**config.mk**
```make
export PLATFORM = sky130hd
export DESIGN_NAME = pipa_counter_scheduler_flat
export DESIGN_NICKNAME = d
export VERILOG_FILES = /design/src/rtl/pipa_counter_scheduler_if.sv /design/src/rtl/pipa_counter_scheduler.sv /design/src/flat_wrapper.sv
export SDC_FILE = /design/constraint.sdc
export NUM_CORES = 1
export LEC_CHECK = 0
export ABC_AREA = 1
export CORE_UTILIZATION = 47
export CTS_CLUSTER_DIAMETER = 120
export CTS_CLUSTER_SIZE = 28
export DETAILED_ROUTE_END_ITERATION = 12
export PLACE_DENSITY_LB_ADDON = 0.08
export SYNTH_ARGS = -nofsm -noshare
export SYNTH_HDL_FRONTEND = slang
export SYNTH_SLANG_ARGS = --single-unit
```
**constraint.sdc**
```tcl
create_clock -name CLOCK -period 7.9 [get_ports CLOCK]
set_clock_uncertainty 0.1 [all_clocks]
set_input_delay 1.58 -clock CLOCK [delete_from_list [all_inputs] [get_ports CLOCK]]
set_output_delay 1.58 -clock CLOCK [all_outputs]
set_load 0.005 [all_outputs]
```
**src/rtl/pipa_counter_scheduler_if.sv**
```systemverilog
// PIPA pulse inputs and counter-request handshake between the PIPA interface,
// the scheduler and the control sequencer.
interface pipa_counter_scheduler_if;
  logic       PIPAXp;
  logic       PIPAXm;
  logic       PIPAYp;
  logic       PIPAYm;
  logic       PIPAZp;
  logic       PIPAZm;
  logic       PIPSAM;
  logic       CTROPP;
  logic       FLCLR;
  logic       ctr_req;
  logic [5:0] ctr_addr;
  logic       PINC;
  logic       MINC;
  logic       PIPAFL;

  modport slave (
    input  PIPAXp, PIPAXm, PIPAYp, PIPAYm, PIPAZp, PIPAZm,
    input  PIPSAM, CTROPP, FLCLR,
    output ctr_req, ctr_addr, PINC, MINC, PIPAFL
  );

  modport master (
    output PIPAXp, PIPAXm, PIPAYp, PIPAYm, PIPAZp, PIPAZm,
    output PIPSAM, CTROPP, FLCLR,
    input  ctr_req, ctr_addr, PINC, MINC, PIPAFL
  );
endinterface

```
**src/rtl/pipa_counter_scheduler.sv**
```systemverilog
// Turns sampled PIPA pulses into per-axis net pending counts and issues one
// PINC/MINC counter cycle at a time to the sequencer, X before Y before Z.
module pipa_counter_scheduler #(
  parameter logic [5:0] ADDR_X = 6'o37,
  parameter logic [5:0] ADDR_Y = 6'o40,
  parameter logic [5:0] ADDR_Z = 6'o41
) (
  input  logic                    CLOCK,
  input  logic                    rst,
  pipa_counter_scheduler_if.slave bus
);
  localparam int unsigned N_AXES = 3;
  localparam int unsigned PIN_W  = 6;
  localparam int unsigned CNT_W  = 3;
  localparam int unsigned SUM_W  = 4;
  localparam int unsigned AX_W   = 2;
  localparam int unsigned ADDR_W = 6;
  localparam logic signed [SUM_W-1:0] CNT_MAX = SUM_W'(3);
  localparam logic signed [SUM_W-1:0] CNT_MIN = SUM_W'(-3);

  typedef enum logic [1:0] {
    S_IDLE    = 2'd0,
    S_REQ     = 2'd1,
    S_RECOVER = 2'd2
  } state_t;

  state_t r_state, w_state_nxt;

  logic [PIN_W-1:0]        w_pins, r_sync1, r_sync2;
  logic signed [CNT_W-1:0] r_cnt     [N_AXES];
  logic signed [CNT_W-1:0] w_cnt_nxt [N_AXES];
  logic signed [SUM_W-1:0] w_samp    [N_AXES];
  logic signed [SUM_W-1:0] w_svc     [N_AXES];
  logic signed [SUM_W-1:0] w_sum     [N_AXES];
  logic [N_AXES-1:0]       w_illegal, w_sat;
  logic                    w_grant, w_any, w_fault_set;

  logic [AX_W-1:0]   r_axis, w_axis_nxt;
  logic              r_dir, w_dir_nxt;
  logic              r_ctr_req, w_req_nxt;
  logic [ADDR_W-1:0] r_addr, w_addr_nxt;
  logic              r_pinc, w_pinc_nxt;
  logic              r_minc, w_minc_nxt;
  logic              r_fl, w_fl_nxt;

  assign w_pins = {bus.PIPAXp, bus.PIPAXm, bus.PIPAYp, bus.PIPAYm, bus.PIPAZp, bus.PIPAZm};

  // Two-flop synchronizer on every raw PIPA line
  always_ff @(posedge CLOCK or posedge rst) begin
    if (rst) begin
      r_sync1 <= '0;
      r_sync2 <= '0;
    end else begin
      r_sync1 <= w_pins;
      r_sync2 <= r_sync1;
    end
  end

  assign w_grant = (r_state == S_REQ) && bus.CTROPP;
  assign w_any   = (r_cnt[0] != '0) || (r_cnt[1] != '0) || (r_cnt[2] != '0);

  // Sample and service folded into one saturating step per axis
  always_comb begin
    for (int unsigned a = 0; a < N_AXES; a++) begin
      w_samp[a]    = '0;
      w_svc[a]     = '0;
      w_illegal[a] = 1'b0;
      w_sat[a]     = 1'b0;
      if (bus.PIPSAM) begin
        case ({r_sync2[PIN_W-1-2*a], r_sync2[PIN_W-2-2*a]})
          2'b10:   w_samp[a] = SUM_W'(1);
          2'b01:   w_samp[a] = SUM_W'(-1);
          2'b11:   w_illegal[a] = 1'b1;
          default: w_samp[a] = '0;
        endcase
      end
      if (w_grant && (r_axis == AX_W'(a))) begin
        w_svc[a] = r_dir ? SUM_W'(1) : SUM_W'(-1);
      end
      w_sum[a] = SUM_W'(r_cnt[a]) + w_samp[a] - w_svc[a];
      if (w_sum[a] > CNT_MAX) begin
        w_cnt_nxt[a] = CNT_W'(CNT_MAX);
        w_sat[a]     = 1'b1;
      end else if (w_sum[a] < CNT_MIN) begin
        w_cnt_nxt[a] = CNT_W'(CNT_MIN);
        w_sat[a]     = 1'b1;
      end else begin
        w_cnt_nxt[a] = CNT_W'(w_sum[a]);
      end
    end
  end

  assign w_fault_set = (|w_illegal) || (|w_sat);

  always_comb begin
    w_fl_nxt = r_fl;
    if (w_fault_set) begin
      w_fl_nxt = 1'b1;
    end else if (bus.FLCLR) begin
      w_fl_nxt = 1'b0;
    end
  end

  always_ff @(posedge CLOCK or posedge rst) begin
    if (rst) begin
      for (int unsigned a = 0; a < N_AXES; a++) begin
        r_cnt[a] <= '0;
      end
      r_fl <= 1'b0;
    end else begin
      for (int unsigned a = 0; a < N_AXES; a++) begin
        r_cnt[a] <= w_cnt_nxt[a];
      end
      r_fl <= w_fl_nxt;
    end
  end

  always_ff @(posedge CLOCK or posedge rst) begin
    if (rst) begin
      r_state <= S_IDLE;
    end else begin
      r_state <= w_state_nxt;
    end
  end

  always_comb begin
    w_state_nxt = r_state;
    case (r_state)
      S_IDLE:    if (w_any) w_state_nxt = S_REQ;
      S_REQ:     if (bus.CTROPP) w_state_nxt = S_RECOVER;
      S_RECOVER: w_state_nxt = S_IDLE;
      default:   w_state_nxt = S_IDLE;
    endcase
  end

  // Request selection is latched on leaving IDLE and held through REQ
  always_comb begin
    w_axis_nxt = r_axis;
    w_dir_nxt  = r_dir;
    if ((r_state == S_IDLE) && w_any) begin
      if (r_cnt[0] != '0) begin
        w_axis_nxt = AX_W'(0);
        w_dir_nxt  = ~r_cnt[0][CNT_W-1];
      end else if (r_cnt[1] != '0) begin
        w_axis_nxt = AX_W'(1);
        w_dir_nxt  = ~r_cnt[1][CNT_W-1];
      end else begin
        w_axis_nxt = AX_W'(2);
        w_dir_nxt  = ~r_cnt[2][CNT_W-1];
      end
    end
    w_req_nxt  = (w_state_nxt == S_REQ);
    w_pinc_nxt = w_req_nxt && w_dir_nxt;
    w_minc_nxt = w_req_nxt && !w_dir_nxt;
    w_addr_nxt = '0;
    if (w_req_nxt) begin
      case (w_axis_nxt)
        AX_W'(0): w_addr_nxt = ADDR_X;
        AX_W'(1): w_addr_nxt = ADDR_Y;
        default:  w_addr_nxt = ADDR_Z;
      endcase
    end
  end

  always_ff @(posedge CLOCK or posedge rst) begin
    if (rst) begin
      r_axis    <= '0;
      r_dir     <= 1'b0;
      r_ctr_req <= 1'b0;
      r_addr    <= '0;
      r_pinc    <= 1'b0;
      r_minc    <= 1'b0;
    end else begin
      r_axis    <= w_axis_nxt;
      r_dir     <= w_dir_nxt;
      r_ctr_req <= w_req_nxt;
      r_addr    <= w_addr_nxt;
      r_pinc    <= w_pinc_nxt;
      r_minc    <= w_minc_nxt;
    end
  end

  assign bus.ctr_req  = r_ctr_req;
  assign bus.ctr_addr = r_addr;
  assign bus.PINC     = r_pinc;
  assign bus.MINC     = r_minc;
  assign bus.PIPAFL   = r_fl;
endmodule

```
**src/flat_wrapper.sv**
```systemverilog
// flat-port wrapper written by rule: the top's interface ports become plain ports
module pipa_counter_scheduler_flat 
#(
  parameter logic [5:0] ADDR_X = 6'o37,
  parameter logic [5:0] ADDR_Y = 6'o40,
  parameter logic [5:0] ADDR_Z = 6'o41
)
  (CLOCK, rst, bus_PIPAXp, bus_PIPAXm, bus_PIPAYp, bus_PIPAYm, bus_PIPAZp, bus_PIPAZm, bus_PIPSAM, bus_CTROPP, bus_FLCLR, bus_ctr_req, bus_ctr_addr, bus_PINC, bus_MINC, bus_PIPAFL);
  pipa_counter_scheduler_if bus_i ();
  input  logic CLOCK;
  input  logic rst;
  input wire logic [$bits(bus_i.PIPAXp)-1:0] bus_PIPAXp;
  input wire logic [$bits(bus_i.PIPAXm)-1:0] bus_PIPAXm;
  input wire logic [$bits(bus_i.PIPAYp)-1:0] bus_PIPAYp;
  input wire logic [$bits(bus_i.PIPAYm)-1:0] bus_PIPAYm;
  input wire logic [$bits(bus_i.PIPAZp)-1:0] bus_PIPAZp;
  input wire logic [$bits(bus_i.PIPAZm)-1:0] bus_PIPAZm;
  input wire logic [$bits(bus_i.PIPSAM)-1:0] bus_PIPSAM;
  input wire logic [$bits(bus_i.CTROPP)-1:0] bus_CTROPP;
  input wire logic [$bits(bus_i.FLCLR)-1:0] bus_FLCLR;
  output wire logic [$bits(bus_i.ctr_req)-1:0] bus_ctr_req;
  output wire logic [$bits(bus_i.ctr_addr)-1:0] bus_ctr_addr;
  output wire logic [$bits(bus_i.PINC)-1:0] bus_PINC;
  output wire logic [$bits(bus_i.MINC)-1:0] bus_MINC;
  output wire logic [$bits(bus_i.PIPAFL)-1:0] bus_PIPAFL;
  assign bus_i.PIPAXp = bus_PIPAXp;
  assign bus_i.PIPAXm = bus_PIPAXm;
  assign bus_i.PIPAYp = bus_PIPAYp;
  assign bus_i.PIPAYm = bus_PIPAYm;
  assign bus_i.PIPAZp = bus_PIPAZp;
  assign bus_i.PIPAZm = bus_PIPAZm;
  assign bus_i.PIPSAM = bus_PIPSAM;
  assign bus_i.CTROPP = bus_CTROPP;
  assign bus_i.FLCLR = bus_FLCLR;
  assign bus_ctr_req = bus_i.ctr_req;
  assign bus_ctr_addr = bus_i.ctr_addr;
  assign bus_PINC = bus_i.PINC;
  assign bus_MINC = bus_i.MINC;
  assign bus_PIPAFL = bus_i.PIPAFL;
  pipa_counter_scheduler #(.ADDR_X(ADDR_X), .ADDR_Y(ADDR_Y), .ADDR_Z(ADDR_Z)) u_core (.CLOCK(CLOCK), .rst(rst), .bus(bus_i));
endmodule
```
==> reports/qor.csv <==
stage,metric,value,unit
power,powerDensity,435,nW/um2
cts,cts.repair.resized,0,
setup_path,path_cells,"clkdlybuf4s50_1, nand3_1, nor4_1, fa_1, inv_1, ha_1, a21oi_1, nand3_1, nand3_1, nand2_1, nor2_1, nand3_1",
synth,ys_ff_latch,33,
timing,layout_min_cycle_time,4.53,ns
floorplanning,core,4000,um2
cts,cts-root-buf,clkbuf_8,
grt,antenna_found_initial,0,
floorplanning,num_io_pins,21,
setup_path,critPathKind,primary input to flop,
cts,cts_tree,done,
synth,synth_mux_area_share,0,%
route,wl_per_cell,10.6,um
floorplanning,die_area,4440,um2
cts,cts_setup_buffers,0,
run_status,status,finished clean,
finish,drive_gt1_share,10.2,%
synth,synth_cell_types,23,
route,wirelength,3130,um
floorplanning,fp.dieH,66.7,um
cts,cts_sinks,33,
route,dr.pass1.iters,4,
power,combPwrFrac,59.3,%
setup_path,crit_required,7.97,ns
cts,insertion_delay,0.28,ns
timing,setup-tns-final,0,ns
min_path,min_path_type,flop to flop,
setup_path,worstPathArrival,4.60,ns
setup_path,critical-path-top-delay-family,simple AND/OR/NAND/NOR gates,
route,ant_nets,0,
setup_path,cp_num_buf_inv,2,
setup_path,start_kind,primary input,
grt,grt_max_degree,34,
timing,fin_crit_sh,57.4,%
route,drt-vias-per-instance,4.66,
synth,synth_edf_count,0,
timing,finalHoldViolations,0,
floorplanning,start_util,49.1,%
finish,fin_util,58.2,%
power,ir_worst_vdd,0.000210,V
synth,synth_fa_ha_area_share,20.6,%
floorplanning,die_w,66.7,um
synth,synth_compound_area_share,3.76,%
power,switching_power,445,uW
power,p_sw_share,43.9,%
synth,netlist_area,1970,um2
synth,synth_simple_gate_area_share,20.9,%
setup_path,crit_path_top_delay_cell,nor4_1,
timing,hold-worst-slack,0.249,ns
setup_path,crit_path_max_fanout,7,
placed_design,port_buffers,20,
synth,synth_top_family_by_area,simple AND/OR/NAND/NOR gates,
setup_path,cp-end-kind,flop,
synth,synth_area_leaders,"dfrtp_1 42%, ha_1 11%, fa_1 9.2%",
finish,area_growth,18.5,%
timing,maxSlewHeadroom,51.9,%
synth,yosys.area.top_type,dfrtp_1,
setup_path,r2r_cells,12,
grt,grt_pass1_wl,5380,um
setup_path,cp.depth,12,
floorplanning,rows,23,
power,pwr-share-seq,25.0,%
cts,clock_path_buffers,2,
setup_path,cpMostUsedCell,nand3_1,
timing,max_freq,0.221,GHz
cts,cts_hold_buffers,0,
cts,clkTransAtPathRegs,0.07,ns
grt,track_usage,16.8,%
grt,grt_pass1_vias,1283,
synth,ys_warn_count,0,
placed_design,gp_congestion,0.806,
placed_design,dp_hpwl,2590,um
timing,tightest_slew,0.715,ns
cts,cts_buffers,5,
route,drtIter0Drc,48,
synth,seq_area_frac_synth,42.0,%
power,p_int,569,uW
finish,final_net_count,281,
timing,rsz0062_at_grt,no,
setup_path,slowest_delay,0.60,ns
synth,synthArstFlopShare,100,%
synth,syn_inst,218,
power,p_leak,0.00120,uW
finish,diodes,0,
synth,synth_xor_area_share,2.23,%
grt,grt_overflow_total,0,
synth,synth_ff_type,dfrtp_1,
timing,maxSlewViolCount,0,
synth,syn_area_per_cell,9.02,um2
finish,fillCellCount,367,
route,via_count,1371,
timing,setup_viol,0,
power,p_clk_share,15.7,%
cts,htree_levels,2,
run,cap_violations,0,
route,drc,0,
synth,yosysTopAreaCellShare,42.0,%
synth,synthesis.nets,256,
min_path,min_path_cells,0,
power,power,1010,uW
[power by group through the flow]
stage	clock network, uW	registers, uW	logic, uW
2_1_floorplan	0	253	471
3_3_place_gp	0	257	602
3_5_place_dp	0	257	607
4_1_cts	166	254	610
5_1_grt	171	261	706
6_report	159	253	601
[cell usage after synthesis (2+ instances only)]
library cell / n
xnor2_1: 4
a21oi_1: 5
dfrtp_1: 33
or2_1: 2
nor2_1: 5
nand2_1: 43
nand2_2: 6
ha_1: 18
fa_1: 9
nor4_1: 3
nand3_1: 18
inv_2: 2
inv_1: 47
o21ai_0: 5
nor2_2: 4
nor3_1: 5
buf_4: 3
[cells by family after synthesis]
| kind of cell | after synthesis |
|---|---|
| fa+ha+maj | 27 |
| simple gates | 88 |
| buf+inv | 52 |
| flops | 33 |
| compound gates | 13 |
| xor+xnor | 5 |
[stage by stage]
step | instance area, um2 | std cells | setup WS [ns]
2_1_floorplan | 1970 | 218 | 3.91
5_1_grt | 2330 | 294 | 3.03
3_5_place_dp | 2210 | 286 | 3.05
6_report | 2330 | 294 | 3.37
3_3_place_gp | 2210 | 286 | 3.08
4_1_cts | 2330 | 294 | 3.36
[routing by layer]
layer  GRT usage, %  part of all wire [%]  up-vias
li1               -                     -      716
met1           19.8                    47      625
met2           28.8                    48       25
met3           4.62                   3.6        5
met4           6.38                   1.2        0
met5              0                     0        -
[state kept, by name (all words and copies together), names as in the netlist]
name                 count
u_core.bus.PIPAFL        1
u_core.bus.ctr_req       1
u_core.r_state           2
u_core.r_dir             1
u_core.r_axis            2
u_core.r_sync2           6
u_core.r_cnt             9
u_core.r_sync1           6
u_core.bus.MINC          1
u_core.bus.PINC          1
u_core.bus.ctr_addr      3
[placed cells by master (no fill, tap or decap), types with 3 or more instances in the layout]
cell,instances
nand2_1,43
o21ai_0,5
nand2_2,6
nor2_2,4
nor2_1,5
clkdlybuf4s50_1,20
dfrtp_1,33
nor4_1,3
xnor2_1,4
ha_1,18
fa_1,9
inv_1,47
a21oi_1,5
nand3_1,18
nor3_1,5
clkbuf_8,5
[worst paths after layout]
path                                     end  slack (ns)              start
max                        u_core.bus.PIPAFL        3.37         bus_CTROPP
min                        u_core.r_sync2[3]        0.25  u_core.r_sync1[3]
max reg2reg                u_core.bus.PIPAFL        4.75  u_core.r_state[1]
min reg2reg                u_core.r_sync2[3]        0.25  u_core.r_sync1[3]
max in group asynchronous       u_core.r_dir        5.83                rst
min in group asynchronous  u_core.r_sync1[3]        1.58                rst
[layout make-up]
class                           instances  area (um2)  share of cell area (%)
Multi-Input combinational cell        133         933                    40.1
Clock inverter                          3        46.3                    1.99
Timing Repair Buffer                   21         208                    8.92
Tap cell                               50        62.6                    2.69
Clock buffer                            5        68.8                    2.96
Sequential cell                        33         826                    35.5
Inverter                               49         184                    7.90
Note: power is estimated with default switching activity, not from simulation.
